**src/rtl/native_bus_endpoint.sv**
```systemverilog
// rtl/native_bus_endpoint.sv - byte-register endpoint on the native parallel bus, OR-combinable read data
module native_bus_endpoint #(
  parameter int ADDR_WIDTH = 8,
  parameter int DATA_WIDTH = 8,
  parameter int BASE_ADDR  = 0,
  parameter int RANGE      = 8
) (
  input  logic                  clk,
  input  logic                  rst_n,
  input  logic                  r_wn,
  input  logic [ADDR_WIDTH-1:0] addr,
  input  logic [DATA_WIDTH-1:0] wdata,
  output logic [DATA_WIDTH-1:0] rdata
);

  // One extra address bit so BASE_ADDR+RANGE = 2**ADDR_WIDTH is representable.
  localparam int AW1   = ADDR_WIDTH + 1;
  localparam int IDX_W = (RANGE > 1) ? $clog2(RANGE) : 1;
  localparam logic [AW1-1:0] BASE_EXT  = AW1'(BASE_ADDR);
  localparam logic [AW1-1:0] RANGE_EXT = AW1'(RANGE);

  if (RANGE < 1 || BASE_ADDR < 0 ||
      (longint'(BASE_ADDR) + longint'(RANGE)) > (longint'(1) << ADDR_WIDTH)) begin : g_param_check
    $error("native_bus_endpoint: window BASE_ADDR=%0d RANGE=%0d does not fit ADDR_WIDTH=%0d",
           BASE_ADDR, RANGE, ADDR_WIDTH);
  end

  logic [DATA_WIDTH-1:0] regs_q [RANGE];
  logic [DATA_WIDTH-1:0] regs_d [RANGE];
  logic [AW1-1:0]        off_ext;
  logic [IDX_W-1:0]      idx;
  logic                  hit;
  logic [DATA_WIDTH-1:0] rd_word;

  // Window decode: an address below BASE_ADDR wraps to >= 2**ADDR_WIDTH >= RANGE,
  // so one unsigned compare of the offset covers both bounds.
  always_comb begin
    off_ext = {1'b0, addr} - BASE_EXT;
    hit     = (off_ext < RANGE_EXT);
    idx     = off_ext[IDX_W-1:0];
  end

  // Next register state: a write cycle that hits the window updates one register.
  always_comb begin
    regs_d = regs_q;
    if (!r_wn && hit) begin
      regs_d[idx] = wdata;
    end
  end

  // Register storage; reset wins over a simultaneous write.
  always_ff @(posedge clk) begin
    if (!rst_n) begin
      for (int i = 0; i < RANGE; i++) begin
        regs_q[i] <= '0;
      end
    end else begin
      regs_q <= regs_d;
    end
  end

  // Read path: zero unless this endpoint is addressed for a read outside reset.
  always_comb begin
    rd_word = '0;
    if (hit) begin
      rd_word = regs_q[idx];
    end
    rdata = (rst_n && r_wn && hit) ? rd_word : '0;
  end

endmodule

```
**config.mk**
```make
export PLATFORM = sky130hd
export DESIGN_NAME = native_bus_endpoint
export DESIGN_NICKNAME = d
export VERILOG_FILES = /design/src/rtl/native_bus_endpoint.sv
export SDC_FILE = /design/constraint.sdc
export NUM_CORES = 1
export LEC_CHECK = 0
export CAP_MARGIN = 0
export CORE_MARGIN = 4
export CORE_UTILIZATION = 61
export CTS_CLUSTER_SIZE = 8
export DETAILED_ROUTE_END_ITERATION = 6
export PLACE_DENSITY = 0.82
export SYNTH_ARGS = -nofsm -noshare
export SYNTH_HDL_FRONTEND = slang
export SYNTH_SLANG_ARGS = --single-unit
```
**constraint.sdc**
```tcl
create_clock -name clk -period 4.2 [get_ports clk]
set_clock_uncertainty 0.1 [all_clocks]
set_input_delay 0.84 -clock clk [delete_from_list [all_inputs] [get_ports clk]]
set_output_delay 0.84 -clock clk [all_outputs]
set_load 0.03 [all_outputs]
```
# Yosys cells after proc, flatten, opt, wreduce, memory -nomap -nowiden
# Index checks and enable logic that the tools add are counted.
# Widths: inputs -> output; s select.
word_totals:
  ff_bits: 64
  mem_count: 0
  mem_bits_ro: 0
  word_cells: 25
  mem_bits_rw: 0
  latchBits: 0
classes:
  n_bitwise: 1
  n_mul: 0
  n_addsub: 0
  div_mod_pow: 0
  n_eq_ne: 0
  mux: 8
  magnitude_cmp: 3
  reduce_logical: 5
  shift: 0
ops:
  columns: ["operator", "count"]
  rows:
  - ["$bwmux 64", 1]
  - ["$mux 8", 5]
  - ["$bmux 8 s3", 1]
  - ["$demux 8 s3", 1]
  - ["$lt 8x4->1 const B", 1]
  - ["$ge 4x4->1 const B", 1]
  - ["$logic_and 1x1->1", 4]
  - ["$lt 4x1->1 const B", 1]
  - ["$not 3->4", 1]
  - ["$logic_not 1->1", 1]

# Longest topological paths before layout
# Gate-level depths: netlist (run 1).
depth:
  depth_word: 6
  mapped_depth: 6
  mapped_depth_nobuf: 3

# Least setup slack after synthesis (run 1)
# No wires, ideal clock.
synth_path:
  path_type: "input port to output port"
  from: "input addr[1]"
  to: "output rdata[6]"
  path_slack_ns: 0.889
  required_time_ns: 3.260
  n_path_buf: 3
  t_arrival_ns: 2.371
  cell_stages: 5
  cell_sequence: "clkbuf_2 -> buf_4 -> buf_2 -> o221ai_1 -> a221oi_1"
synth_between:
  elab_chain_cells: 6
  word_cells_on_any_way: 8
  classes_between: "1 x order compare; 5 x mux; 1 x bitwise; 1 x reduce/logical"
synth_rtl:
  columns: ["element", "line", "rtl"]
  rows:
  - ["from (decl)", "11", "input logic [ADDR_WIDTH-1:0] addr,"]
  - ["$not 3->4 (implied by the code)", "66", "rd_word = regs_q[idx];"]
  - ["$bmux 8 s3", "66", null]
  - ["$mux 8 (implied by the code) (2 in series)", "66", null]
  - ["$mux 8", "65", "if (hit) begin"]
  - ["$mux 8 *", "68", "rdata = (rst_n && r_wn && hit) ? rd_word : '0;"]
  - ["to (decl)", "13", "output logic [DATA_WIDTH-1:0] rdata"]
# Every way passes the cells marked *; elsewhere a longest branch is shown, timed or not. The select of a mux whose other input is x is not followed.

# Worst setup path in the final report (run 1)
layout_path:
  from: "input addr[0]"
  to: "output rdata[6]"
# Same word-level chain as after synthesis.

==> flow_metrics.env, run 1 <==
export IMPL_core_rowCount=25
export IMPL_place_ws_ns=0.393
export IMPL_ir_worst_vdd_uv=269
export IMPL_antenna_left=0
export IMPL_dpl_cell_count=373
export IMPL_hold_viol_final=0
export IMPL_setup_viol=0
export IMPL_start_util=0.630
export IMPL_cts_resized=0
export IMPL_routed_wl_um=6590
export IMPL_synth_warnings=0
export IMPL_synth_cell_area_um2=2990
export IMPL_hold_path_class="reg -> reg"
export IMPL_grt_max_degree=73
export IMPL_final_cells=389
export IMPL_setup_slack_ns=0.397
export IMPL_max_freq_mhz=263
export IMPL_final_common_cell="nand2_1"
export IMPL_synth_compound_area_frac=0.0593
export IMPL_ys_types=33
export IMPL_cts_hold_buf=0
export IMPL_route_detailed_drc=0
export IMPL_globalRouteOverflowTotal=0
export IMPL_crit_arrival_ns=2.86
export IMPL_synthMuxAreaShare=0.300
export IMPL_finalSetupTns_ns=0
export IMPL_synth_top_family_by_area="multiplexers"
export IMPL_clkTransAtPathRegs_ns=0.07
export IMPL_cap_viol_max_count=0
export IMPL_synth_simple_area_share=0.183
export IMPL_met1_length_um=2880
export IMPL_design_area_um2=3510
export IMPL_die_area_um2=6090
export IMPL_top_regs="regs_q: 64 flops"
export IMPL_top_register="regs_q"
export IMPL_cts_root_buf="clkbuf_8"
export IMPL_rsz0062_at_grt="false"
export IMPL_vias=2219
export IMPL_synth_ff_type="dfxtp_1"
export IMPL_grt_util_all_layers=0.238
export IMPL_postSynthAreaPerCell_um2=10.4
export IMPL_antenna_found_initial=0
export IMPL_cts_htree_levels=3
export IMPL_finalCriticalPeriod_ns=3.80
export IMPL_wl_per_cell_um=16.9
export IMPL_critPathMaxFanout=24
export IMPL_antennaDiodeCount=0
export IMPL_finalNetCount=336
export IMPL_cts_tree="yes"
export IMPL_wl_met2_um=3250
export IMPL_critPathCaptureType="primary output"
export IMPL_synth_edf_count=0
export IMPL_critPathRequiredTime_ns=3.26
export IMPL_hpwl_um=4290
export IMPL_dpl_cell_area_um2=3310
export IMPL_highest_layer="met4"
export IMPL_syn_inst=288
export IMPL_place_congestion=0.788
export IMPL_numPortBuffers=26
export IMPL_async_flop_share=0
export IMPL_synth_seq_area_share=0.428
export IMPL_insertion_delay_ns=0.34
export IMPL_slew_headroom=0.537
export IMPL_tightestPinTransition_ns=0.695
export IMPL_ioPinCount=27
export IMPL_post_cts_repair_setup_buffers=0
export IMPL_synthXorXnorAreaFrac=0
export IMPL_grt_pass1_vias=2283
export IMPL_post_route_period_util=0.905
export IMPL_numCtsBuffers=9
export IMPL_via_per_inst=5.70
export IMPL_status="finished, final reports clean"
export IMPL_drtIter0Drc=202
export IMPL_p_total_mw=1.23
export IMPL_fp_coreArea_um2=4750
export IMPL_wl_met3_um=327
export IMPL_largest_reg_flops=64
export IMPL_drv_slew=0
export IMPL_drive_above_1_share=0.180
export IMPL_most_common_layout_cells="nand2_1, mux2i_1, dfxtp_1"
export IMPL_cts_path_max_buffers=2
export IMPL_pwr_density_cell_nw_per_um2=350
export IMPL_cts_sinks=64
export IMPL_fp_dieH_um=78.1
export IMPL_criticalPathCategory="in -> out"
export IMPL_dr_pass1_iters=4
export IMPL_synth_fa_ha_area_frac=0
export IMPL_synth_seq_cells=64
export IMPL_startpoint_type="input port"
export IMPL_synth_nets=307
export IMPL_grt_first_pass_wirelength_um=11100
export IMPL_die_width_um=78.1
export IMPL_total_leakage_power_nw=1.65
export IMPL_syn_to_final_growth_pct=17.1
## cell usage after synthesis (2+ instances only)
cell	instances	area, um2
nand4_4	3	63.8
mux4_2	6	135
a221oi_1	2	17.5
buf_2	2	10.0
nand2_1	80	300
o221ai_1	9	78.8
inv_1	2	7.51
mux2_2	9	101
buf_4	2	15.0
nor2b_1	2	12.5
clkbuf_1	9	33.8
mux2i_1	66	661
nand2b_1	3	18.8
a21oi_1	3	15.0
nand3_2	6	60.1
a211oi_1	2	15.0
nor3_1	2	10.0
dfxtp_1	64	1280
nor2_1	2	7.51
## critical path, cell delays in order
cell             delay [ns]
clkdlybuf4s50_1        0.51
buf_12                 0.18
nand2b_1               0.18
o221ai_1               0.13
a221oi_1               0.29
clkdlybuf4s50_1        0.72
## cell families after synthesis
family,Yosys count
AOI/OAI and AO/OA,22
DFF,64
buffers and inverters,18
muxes,81
and+or+nand+nor,103
## area by class of cell
type,instances,area [um2]
Clock inverter,5,56.3
Tap cell,67,83.8
Fill cell,358,1250
Inverter,3,11.3
Sequential cell,64,1280
Timing Repair Buffer,33,308
Multi-Input combinational cell,206,1620
Clock buffer,11,141
## report_power, final
part | switching (mW) | leakage (nW) | internal, mW
Combinational | 0.0523 | 1.03 | 0.0357
Clock | 0.240 | 0.0993 | 0.289
Sequential | 0.000373 | 0.515 | 0.607
Total | 0.293 | 1.65 | 0.932
## final timing paths
| check | cells after the start | endpoint | slack (ns) | start |
|---|---|---|---|---|
| setup / recovery | 6 | rdata[6] | 0.40 | addr[0] |
| hold / removal | 2 | regs_q[41]$_SDFFE_PN0P_ | 0.36 | regs_q[41]$_SDFFE_PN0P_ |
| setup reg to reg | 2 | regs_q[16]$_SDFFE_PN0P_ | 3.45 | regs_q[16]$_SDFFE_PN0P_ |
| hold reg to reg | 2 | regs_q[41]$_SDFFE_PN0P_ | 0.36 | regs_q[41]$_SDFFE_PN0P_ |
## per-layer routing
metal  GRT usage  up-vias
met4      0.0962        0
li1            -     1091
met2       0.395       53
met1       0.296     1067
met3      0.0619        8
met5           0        -
## per-stage QoR
step	hold slack, ns	util
floorplan	0.334	-
global placement	0.344	0.696
detailed placement	0.352	0.696
CTS	0.362	0.737
global route	0.378	0.737
finish	0.357	0.737
Note: power is estimated with default switching activity, not from simulation.
==> inputs of run 2 (changes only) <==
Settings changed: PLACE_DENSITY 0.82 to default, PLACE_DENSITY_LB_ADDON from default to 0.12, SKIP_LAST_GASP from default to 1.
==> flow_metrics.env, run 2 (synthesized netlist as in run 1, its figures left out) <==
export IMPL_status="finished, final reports clean"
export IMPL_top_regs="regs_q: 64 flops"
export IMPL_post_route_period_util=0.935
export IMPL_met1_length_um=2930
export IMPL_grt_util_all_layers=0.242
export IMPL_finalCriticalPeriod_ns=3.93
export IMPL_vias=2262
export IMPL_drive_above_1_share=0.193
export IMPL_hold_viol_final=0
export IMPL_die_width_um=78.1
export IMPL_cts_resized=0
export IMPL_hold_path_class="reg -> reg"
export IMPL_highest_layer="met4"
export IMPL_syn_to_final_growth_pct=17.9
export IMPL_wl_met2_um=3390
export IMPL_route_detailed_drc=0
export IMPL_cts_tree="yes"
export IMPL_drv_slew=0
export IMPL_criticalPathCategory="in -> out"
export IMPL_largest_reg_flops=64
export IMPL_finalNetCount=340
export IMPL_via_per_inst=5.76
export IMPL_globalRouteOverflowTotal=0
export IMPL_crit_arrival_ns=2.99
export IMPL_final_common_cell="nand2_1"
export IMPL_place_congestion=0.790
export IMPL_die_area_um2=6090
export IMPL_ir_worst_vdd_uv=292
export IMPL_setup_viol=0
export IMPL_fillCellCount=363
export IMPL_startpoint_type="input port"
export IMPL_critPathCaptureType="primary output"
export IMPL_grt_first_pass_wirelength_um=11300
export IMPL_routed_wl_um=6790
export IMPL_insertion_delay_ns=0.34
export IMPL_cts_hold_buf=0
export IMPL_hpwl_um=4530
export IMPL_fp_dieH_um=78.1
export IMPL_antenna_left=0
export IMPL_power_switching_share=0.251
export IMPL_antennaDiodeCount=0
export IMPL_cts_path_max_buffers=2
export IMPL_wl_per_cell_um=17.3
export IMPL_grt_pass1_vias=2265
export IMPL_most_common_layout_cells="nand2_1, mux2i_1, dfxtp_1"
export IMPL_numCtsBuffers=9
export IMPL_cts_root_buf="clkbuf_8"
export IMPL_start_util=0.630
export IMPL_antenna_found_initial=0
export IMPL_seq_power_share=0.492
export IMPL_cap_viol_max_count=0
export IMPL_tightestPinTransition_ns=0.719
export IMPL_cts_htree_levels=3
export IMPL_slew_headroom=0.521
export IMPL_numPortBuffers=26
export IMPL_fp_coreArea_um2=4750
export IMPL_ioPinCount=27
export IMPL_cts_sinks=64
export IMPL_critPathRequiredTime_ns=3.26
export IMPL_dr_pass1_iters=4
export IMPL_intPower_mw=0.924
export IMPL_pwr_density_cell_nw_per_um2=349
export IMPL_p_total_mw=1.23
export IMPL_wl_met3_um=336
export IMPL_clkPwrFrac=0.435
export IMPL_top_register="regs_q"
export IMPL_power_switching_mw=0.310
export IMPL_drtIter0Drc=155
export IMPL_post_cts_repair_setup_buffers=0
export IMPL_max_freq_mhz=255
export IMPL_critPathMaxFanout=9
export IMPL_total_leakage_power_nw=1.66
export IMPL_finalSetupTns_ns=0
export IMPL_clkTransAtPathRegs_ns=0.08
export IMPL_p_comb_frac=0.073
export IMPL_grt_max_degree=73
export IMPL_rsz0062_at_grt="false"
export IMPL_core_rowCount=25
run 2: final timing paths:
| check | to | slack (ns) | from | cells after the start |
|---|---|---|---|---|
| worst max-delay path | rdata[7] | 0.27 | addr[0] | 6 |
| worst min-delay path | regs_q[7]$_SDFFE_PN0P_ | 0.36 | regs_q[7]$_SDFFE_PN0P_ | 2 |
| worst max register to register | regs_q[25]$_SDFFE_PN0P_ | 3.43 | regs_q[25]$_SDFFE_PN0P_ | 2 |
| worst min register to register | regs_q[7]$_SDFFE_PN0P_ | 0.36 | regs_q[7]$_SDFFE_PN0P_ | 2 |
run 2: worst max-delay path, cell delays in order:
cell and delay (ns):
clkdlybuf4s50_1 0.65, buf_4 0.24, mux4_2 0.50, nand2_1 0.08, a21oi_1 0.08, clkdlybuf4s50_1 0.60
run 2: power by group through the flow:
| stage | logic [mW] | registers, mW | clock network, mW |
|---|---|---|---|
| 6_report | 0.0902 | 0.607 | 0.536 |
| 5_1_grt | 0.0962 | 0.607 | 0.581 |
| 4_1_cts | 0.0896 | 0.607 | 0.546 |
| 3_5_place_dp | 0.0893 | 0.622 | 0 |
| 3_3_place_gp | 0.0893 | 0.622 | 0 |
| 2_1_floorplan | 0.0533 | 0.621 | 0 |
run 2: metrics by stage:
| stage | util | hold WS [ns] | area [um2] | instances | setup WS [ns] |
|---|---|---|---|---|---|
| final | 0.742 | 0.358 | 3530 | 393 | 0.273 |
| after detailed placement | 0.699 | 0.350 | 3330 | 377 | 0.303 |
| after floorplan | - | 0.334 | 2990 | 288 | 0.889 |
| after CTS | 0.742 | 0.361 | 3530 | 393 | 0.289 |
| after global routing | 0.742 | 0.385 | 3530 | 393 | 0.209 |
| after global placement | 0.699 | 0.342 | 3330 | 377 | 0.325 |
run 2: cell type report:
class	count	area [um2]	area share
multi-input combinational	206	1620	0.460
sequential	64	1280	0.363
timing repair buffer	37	325	0.0922
clock buffer	9	124	0.0351
tap	67	83.8	0.0238
clock inverter	7	80.1	0.0227
inverter	3	11.3	0.00319
run 2: routing by layer:
metal	vias up	GRT usage
met1	1095	0.304
met5	-	0
met2	59	0.390
met4	0	0.0892
li1	1096	-
met3	12	0.0780
